### src/rtl/inst_encoder.sv
// inst_encoder: encodes RV32 instruction fields into a 2-entry output FIFO with address tagging; optional IMM_RANGE_CHECK_EN
module inst_encoder #(
  parameter logic [31:0] BASE_ADDR = 32'h0000_0000
) (
  input  logic        clk,
  input  logic        rst,
  input  logic        in_valid,
  output logic        in_ready,
  input  logic [2:0]  in_fmt,
  input  logic [6:0]  in_opcode,
  input  logic [6:0]  in_funct7,
  input  logic [2:0]  in_funct3,
  input  logic [4:0]  in_rd,
  input  logic [4:0]  in_rs1,
  input  logic [4:0]  in_rs2,
  input  logic [31:0] in_imm,
  output logic        out_valid,
  input  logic        out_ready,
  output logic [31:0] out_inst,
  output logic [31:0] out_addr,
  output logic        out_err,
  input  logic        addr_load,
  input  logic [31:0] addr_val
);
  typedef enum logic [1:0] {EMPTY, ONE, FULL} state_t;
  state_t      r_state, w_next;
  logic [32:0] r_mem0, r_mem1;
  logic [31:0] r_addr, w_enc, w_inst;
  logic        w_push, w_pop, w_bad, w_rng;
  assign in_ready  = !rst && r_state != FULL;
  assign out_valid = r_state != EMPTY;
  assign w_push    = in_valid && in_ready;
  assign w_pop     = out_valid && out_ready;
  assign out_err   = r_mem0[32];
  assign out_inst  = r_mem0[31:0];
  assign out_addr  = r_addr;
  assign w_enc = in_fmt == 3'd0 ? {in_funct7, in_rs2, in_rs1, in_funct3, in_rd, in_opcode} :
                 in_fmt == 3'd1 ? {in_imm[11:0], in_rs1, in_funct3, in_rd, in_opcode} :
                 in_fmt == 3'd2 ? {in_imm[11:5], in_rs2, in_rs1, in_funct3, in_imm[4:0], in_opcode} :
                 in_fmt == 3'd3 ? {in_imm[12], in_imm[10:5], in_rs2, in_rs1, in_funct3, in_imm[4:1], in_imm[11], in_opcode} :
                 in_fmt == 3'd4 ? {in_imm[31:12], in_rd, in_opcode} :
                 in_fmt == 3'd5 ? {in_imm[20], in_imm[10:1], in_imm[11], in_imm[19:12], in_rd, in_opcode} :
                 32'h0;
`ifdef IMM_RANGE_CHECK_EN
  assign w_rng = (in_fmt == 3'd1 || in_fmt == 3'd2) ? in_imm[31:11] != {21{in_imm[31]}} :
                 in_fmt == 3'd3 ? in_imm[0] || in_imm[31:12] != {20{in_imm[31]}} :
                 in_fmt == 3'd5 ? in_imm[0] || in_imm[31:20] != {12{in_imm[31]}} :
                 in_fmt == 3'd4 ? |in_imm[11:0] :
                 1'b0;
`else
  assign w_rng = 1'b0;
`endif
  assign w_bad  = in_fmt > 3'd5 || w_rng;
  assign w_inst = w_bad ? 32'h0000_0013 : w_enc;
  // FIFO occupancy register
  always_ff @(posedge clk)
    r_state <= rst ? EMPTY : w_next;
  // occupancy update: push-only fills, pop-only drains, push+pop holds
  always_comb begin
    w_next = r_state;
    if (w_push && !w_pop) w_next = r_state == EMPTY ? ONE : FULL;
    else if (w_pop && !w_push) w_next = r_state == FULL ? ONE : EMPTY;
  end
  // entry storage: slot 0 is always the head, slot 1 the entry behind it
  always_ff @(posedge clk)
    if (rst) begin
      r_mem0 <= '0;
      r_mem1 <= '0;
    end else begin
      if (w_push && (r_state == EMPTY || (r_state == ONE && w_pop))) r_mem0 <= {w_bad, w_inst};
      else if (w_pop && r_state == FULL) r_mem0 <= r_mem1;
      if (w_push && r_state == ONE && !w_pop) r_mem1 <= {w_bad, w_inst};
    end
  // head address: reload wins over the per-pop word step
  always_ff @(posedge clk)
    if (rst) r_addr <= BASE_ADDR;
    else if (addr_load) r_addr <= addr_val & ~32'h3;
    else if (w_pop) r_addr <= r_addr + 32'd4;
endmodule

### config.mk
export PLATFORM = sky130hd
export DESIGN_NAME = inst_encoder
export DESIGN_NICKNAME = d
export VERILOG_FILES = /design/src/rtl/inst_encoder.sv
export SDC_FILE = /design/constraint.sdc
export NUM_CORES = 1
export LEC_CHECK = 0
export ABC_CLOCK_PERIOD_IN_PS = 2610
export BUFFER_PORTS_ARGS = -buffer_cell sky130_fd_sc_hd__buf_2
export CAP_MARGIN = 20
export CORE_MARGIN = 5
export CORE_UTILIZATION = 54
export DETAILED_ROUTE_END_ITERATION = 8
export GPL_TIMING_DRIVEN = 0
export PLACE_DENSITY = 0.85
export RECOVER_POWER = 50
export SYNTH_ARGS = -nofsm -noshare
export SYNTH_HDL_FRONTEND = slang
export SYNTH_SLANG_ARGS = --single-unit
### constraint.sdc
create_clock -name clk -period 2.61 [get_ports clk]
set_input_delay 0 -clock clk [delete_from_list [all_inputs] [get_ports clk]]
set_output_delay 0 -clock clk [all_outputs]
set_load 0.1 [all_outputs]
==> summary.txt, run 1 <==
Outcome
  – Status: finished clean

Logic synthesis
  – Syn Area/Cell: 8.45 sq um
  – Combinational family with the most area after synthesis: compound AO/OA/AOI/OAI gates
  – Cell variety after synth: 49
  – Synth warn: 0
  – Mapped cell area: 4960 sq um
  – Asr flop ratio synth: 0%
  – Multiplexer area fraction after synthesis: 1.49%
  – Post-synth EDFFs: 0
  – Cells after Synth: 587
  – Sequential fraction of the synthesis area: 39.6%
  – Post-synthesis compound-gate area fraction: 29.6%
  – XOR/XNOR Fraction of Synth Area: 2.12%
  – Simple-gate share of the synthesized area: 21.6%
  – Synth Register Bits: 98
  – Adder-Cell Fraction of Synth Area: 0.505%
  – Prevailing post-synth register cell: dfxtp_1

Clock tree
  – Htree depth: 3
  – CTS Buf Count: 9
  – Setup Fix Bufs, Post-CTS: 0
  – CTS tree: built
  – Clock slew at reported path FFs: 110 ps
  – Post-CTS Hold Buffers: 37
  – Root buffer selected by CTS: clkbuf_8
  – Clock buffer depth: 2
  – CTS Sinks: 98
  – Resized cells post-CTS: 0
  – Worst-Skew Late Latency: 380 ps

Power and ir drop
  – Pwr Density: 567 nW/um^2
  – Leak: 2.32 nW
  – Comb power frac: 28.1%
  – Sw frac: 39.7%
  – NetSw: 1.44 mW
  – Internal: 2.19 mW
  – Sequential power share: 45.0%
  – Tot Pwr: 3.63 mW
  – VDD IR max: 0.360 mV
  – Clock share of power: 26.9%

Worst setup path
  – CP max-delay cell: clkbuf_1
  – Critical Path RT: 2850 ps
  – Max stage delay on crit path: 470 ps
  – Element type at the critical path end: flop
  – Crit path launch: r_state[0]$_SDFFE_PP0P_
  – Crit path buf inv count: 3
  – Crit Path Max Fanout: 10
  – Crit-path leading delay family: buffers and inverters
  – WP data arrival: 2490 ps
  – Reg-to-reg startpoint: r_state[0]$_SDFFE_PP0P_
  – Crit start category: flop
  – CP Class: flop to flop
  – Crit-path most repeated cell: clkbuf_1
  – CP cell instances: clkbuf_1 -> nand2b_1 -> nor2_1 -> clkbuf_1 -> clkbuf_1 -> a211oi_1

Timing
  – Final WS setup: 361 ps
  – Endpoints failing hold: 0
  – Slew margin rel.: 17.4%
  – RSZ-0062 raised after global routing: no
  – Final worst-path cycle share: 86.2%
  – Post-Route Setup TNS: 0 ps
  – FMAX: 445 MHz
  – # setup viols final: 0
  – Clk_skew: 16.1 ps
  – Slew @ Worst Pin: 1240 ps
  – Final Critical Period: 2250 ps
  – Worst hold slack: 21.5 ps
  – Final Max Tran Viols: 0

Cells and area
  – Reg area: 1960 sq um
  – Antenna diodes: 0
  – Area of the multi-input gates: 2750 sq um
  – Most frequent cells in the layout: 108 x clkbuf_1, 102 x buf_2, 98 x dfxtp_1
  – Fill cells: 747
  – Synth-to-layout area growth: 29.1%
  – Commonest non-fill, non-tap cell in the layout: clkbuf_1
  – Post-route cell area: 6400 sq um
  – Fin nets: 905
  – Layout cells sized above 1: 15.9%

Floorplanning
  – Initial Util: 54.5%
  – Core ar.: 9110 sq um
  – Die area: 11200 sq um
  – Die Width: 106 um
  – I/O pin total: 171
  – Die height: 106 um
  – Placement row count: 35

Placed design
  – Dpl ws: 473 ps
  – GPL Wtd Cong: 0.923
  – Detail Placement HPWL: 11500 um
  – Post-DP Area: 5920 sq um
  – Buffers on Ports: 163

Global routing
  – Total GRT Usage: 27.0%
  – Initial antenna violation count: 0
  – First-pass GRT wire length: 24800 um
  – Number of global-route vias before repair: 5143
  – Gr ovfl total: 0
  – Largest net degree at the start of global routing: 20

Hold path
  – Hold crit path type: primary input to flop
  – Min-delay src: in_imm[17]

Detailed routing
  – Via count: 5558
  – DRC: 0
  – Pre-antenna DRT Iters: 7
  – Post-DR vias/cell: 6.07
  – Detailed Route WL: 15800 um
  – Initial drt markers: 398
  – DR WL/cell: 17.2 um
  – Antenna Nets Post-Route: 0

Flow run
  – Max-cap violations: 0
-- synthesized netlist by cell type (2+ instances only) --
master,instances,area [sq um]
a2111oi_0,4,35.0
a211oi_1,84,631
a21o_1,3,22.5
a21oi_1,20,100
a221oi_1,2,17.5
a22o_1,5,43.8
a22oi_1,31,233
a311oi_1,17,149
a31oi_1,2,12.5
a32oi_1,4,35.0
and2_1,27,169
and3_1,5,31.3
and4_1,7,61.3
buf_1,3,11.3
buf_2,5,25.0
buf_4,3,22.5
clkbuf_1,42,158
dfxtp_1,98,1960
ha_1,2,25.0
inv_1,6,22.5
mux2_2,3,33.8
mux2i_1,4,40.0
nand2_1,30,113
nand3_1,17,85.1
nand4_1,12,75.1
nor2_1,66,248
nor2b_1,8,50.1
nor3_1,12,60.1
nor3b_1,4,30.0
nor4_1,6,37.5
o211ai_1,4,30.0
o21ai_0,6,30.0
o21bai_1,3,22.5
o22a_1,6,52.6
o31ai_1,4,30.0
or3_1,5,31.3
or4_1,5,37.5
xnor2_1,5,43.8
xor2_1,7,61.3
-- stage by stage --
stage / std cells / util (%)
3_5_place_dp: 862 / 65.0
2_1_floorplan: 588 / -
3_3_place_gp: 862 / 65.0
5_1_grt: 915 / 70.3
4_1_cts: 915 / 71.2
6_report: 915 / 70.3
-- per-layer routing --
metal,GRT usage [%],routed length [um],vias up
li1,-,-,2669
met1,34.1,6450,2579
met2,44.7,7640,259
met3,5.94,1220,51
met4,10.6,463,0
met5,0,0,-
-- registers in the layout, indices dropped and copies added (netlist names) --
register and count:
r_mem0 33, r_mem1 33, out_addr 30, r_state 2
-- final timing paths --
kind | to | slack, ps | depth (start not counted)
worst min-delay path | r_mem1[17]$_SDFFE_PP0P_ | 20 | 3
worst max register to register | r_mem1[21]$_SDFFE_PP0P_ | 360 | 6
worst max-delay path | r_mem1[21]$_SDFFE_PP0P_ | 360 | 6
worst min register to register | r_mem1[5]$_SDFFE_PP0P_ | 460 | 2
-- power groups by stage --
| stage | Sequential, mW | Clock (mW) | Combinational (mW) |
|---|---|---|---|
| after floorplan | 2.12 | 0 | 0.293 |
| after global placement | 1.66 | 0 | 0.978 |
| after detailed placement | 1.66 | 0 | 0.989 |
| after CTS | 1.63 | 0.980 | 1.03 |
| after global routing | 1.64 | 1.04 | 1.07 |
| final | 1.63 | 0.977 | 1.02 |
-- tightest hold or removal path: stages --
cell      delay [ps]
buf_2             70
a22oi_1           60
a211oi_1         220
-- cell type report --
class | instances | share of cell area, %
Buffer | 54 | 3.52
Multi-Input combinational cell | 430 | 43.0
Clock buffer | 9 | 1.93
Tap cell | 111 | 2.17
Clock inverter | 7 | 1.13
Inverter | 6 | 0.352
Timing Repair Buffer | 200 | 17.3
Sequential cell | 98 | 30.6
-- kinds of logic after synthesis --
logic type,Yosys count
and+or+nand+nor,209
DFF,98
muxes,7
other,1
xor gates and xnor gates,12
adders and majority gates,2
buffers and inverters,60
AOI/OAI and AO/OA,198
Note: power is estimated with default switching activity, not from simulation.
==> inputs of run 2 (changes only) <==
--- a/config.mk
+++ b/config.mk
@@ -9,10 +9,9 @@
 export BUFFER_PORTS_ARGS = -buffer_cell sky130_fd_sc_hd__buf_2
 export CAP_MARGIN = 20
 export CORE_MARGIN = 5
-export CORE_UTILIZATION = 54
+export CORE_UTILIZATION = 38
 export DETAILED_ROUTE_END_ITERATION = 8
 export GPL_TIMING_DRIVEN = 0
-export PLACE_DENSITY = 0.85
 export RECOVER_POWER = 50
 export SYNTH_ARGS = -nofsm -noshare
 export SYNTH_HDL_FRONTEND = slang
==> summary.txt, run 2 (synthesis gave the netlist of run 1 again) <==
Timing
  – Post-Route Setup TNS: 0 ps
  – Endpoints failing hold: 0
  – Slew margin rel.: 17.1%
  – Final worst-path cycle share: 86.3%
  – Final WS setup: 359 ps
  – Clk_skew: 11.8 ps
  – FMAX: 444 MHz
  – Slew @ Worst Pin: 1250 ps
  – # setup viols final: 0
  – Final Max Tran Viols: 0
  – RSZ-0062 raised after global routing: no
  – Final Critical Period: 2250 ps

Detailed routing
  – Initial drt markers: 306
  – Via count: 5398
  – Detailed Route WL: 16700 um
  – Pre-antenna DRT Iters: 5
  – DRC: 0
  – DR WL/cell: 17.1 um
  – Post-DR vias/cell: 5.53
  – Antenna Nets Post-Route: 0

Cells and area
  – Final Instance Count excl. Fillers: 976
  – Layout cells sized above 1: 15.8%
  – Synth-to-layout area growth: 32.8%
  – Antenna diodes: 0
  – Commonest non-fill, non-tap cell in the layout: clkbuf_1
  – Most frequent cells in the layout: 109 x clkbuf_1, 101 x buf_2, 98 x dfxtp_1
  – Fin nets: 905

Global routing
  – Gr ovfl total: 0
  – First-pass GRT wire length: 27700 um
  – Number of global-route vias before repair: 5372
  – Largest net degree at the start of global routing: 19
  – Initial antenna violation count: 0
  – Total GRT Usage: 21.4%

Outcome
  – Status: finished clean

Clock tree
  – Root buffer selected by CTS: clkbuf_16
  – CTS tree: built
  – Setup Fix Bufs, Post-CTS: 0
  – Clock buffer depth: 2
  – Htree depth: 3
  – Resized cells post-CTS: 0
  – Clock slew at reported path FFs: 80 ps
  – CTS Buf Count: 9
  – CTS Sinks: 98
  – Worst-Skew Late Latency: 360 ps

Worst setup path
  – Reg2reg end: r_mem1[26]$_SDFFE_PP0P_
  – Element type at the critical path end: flop
  – Crit start category: primary input
  – Critical Path RT: 2910 ps
  – WP data arrival: 2550 ps
  – Worst R2R Setup Slack: 390 ps
  – Crit path launch: rst
  – CP Class: primary input to flop
  – Worst Reg-to-Reg Cells: 5
  – Crit Path Max Fanout: 10
  – Reg-to-reg startpoint: r_state[1]$_SDFFE_PP0P_

Floorplanning
  – Die Width: 124 um
  – Die area: 15400 sq um
  – Die height: 124 um
  – Core ar.: 12700 sq um
  – Initial Util: 39.0%
  – Placement row count: 41
  – I/O pin total: 171

Flow run
  – Max-cap violations: 0

Placed design
  – Buffers on Ports: 163
  – Dpl ws: 436 ps
  – Detail Placement HPWL: 12500 um
  – Placed cell count: 923
  – GPL Wtd Cong: 0.838

Hold path
  – End of the worst hold path: r_mem1[15]$_SDFFE_PP0P_
  – Hold crit path type: primary input to flop
  – Min-delay src: in_imm[15]
  – Hold depth: 3

Power and ir drop
  – VDD IR max: 0.327 mV
  – Leak: 2.38 nW
  – Tot Pwr: 4.04 mW
  – Pwr Density: 614 nW/um^2
[run 2: changes by cell type in the layout (fill, tap and decap cells not counted), sizes merged]
cell      previous run  this run
clkbuf             117       118
bufinv               0         1
buf                109       108
inv                  9        10
clkinvlp             1         0
clkinv               3         2
[run 2: worst max-delay path: stages]
cell and delay [ps]:
dlygate4sd3_1 520, clkbuf_1 210, clkbuf_1 410, clkbuf_1 520, nor3b_1 130, ha_1 370, nor3_1 230, a21oi_1 60
nor2_1 80
[run 2: power by group]
part	switching (mW)	internal (mW)	leakage, nW	total, mW
combinational	0.775	0.249	1.42	1.02
clock	0.626	0.761	0.153	1.39
sequential	0.0684	1.57	0.803	1.63
[run 2: layer usage]
layer,vias up,routed length (um),global-route usage (%)
li1,2656,-,-
met1,2549,7280,26.9
met2,172,8330,37.1
met3,21,861,4.25
met4,0,269,6.32
met5,-,0,0
[run 2: repair_timing]
item	in CTS	in global routing
endpoints found under the hold margin	41	0
setup endpoints to repair	0	0
hold buffers	37	0
[run 2: area by class of cell]
class                   count  area (sq um)
clock buffers               9           225
plain buffers              54           225
repair buffers            200          1100
fillers                  1266          6130
flip-flops and latches     98          1960
clock inverters             7          81.3
multi-input cells         430          2750
well taps                 172           215
inverters                   6          22.5
[run 2: worst max-delay path by stage]
| stage | end | slack [ps] | cells after the start |
|---|---|---|---|
| floorplan | out_addr[22]$_SDFFE_PP0P_ | 20 | 6 |
| global placement | r_mem1[26]$_SDFFE_PP0P_ | 410 | 5 |
| detailed placement | r_mem1[26]$_SDFFE_PP0P_ | 440 | 5 |
| CTS | r_mem1[7]$_SDFFE_PP0P_ | 430 | 5 |
| global route | r_state[0]$_SDFFE_PP0P_ | 180 | 9 |
| finish | r_state[0]$_SDFFE_PP0P_ | 360 | 9 |
[run 2: stage by stage]
stage          utilization, %  cell area [sq um]  hold WS [ps]
2_1_floorplan               -               4960           147
3_3_place_gp             47.1               5990           261
3_5_place_dp             47.1               5990           275
4_1_cts                  52.4               6670          56.7
5_1_grt                  51.8               6590          72.0
6_report                 51.8               6590          56.7
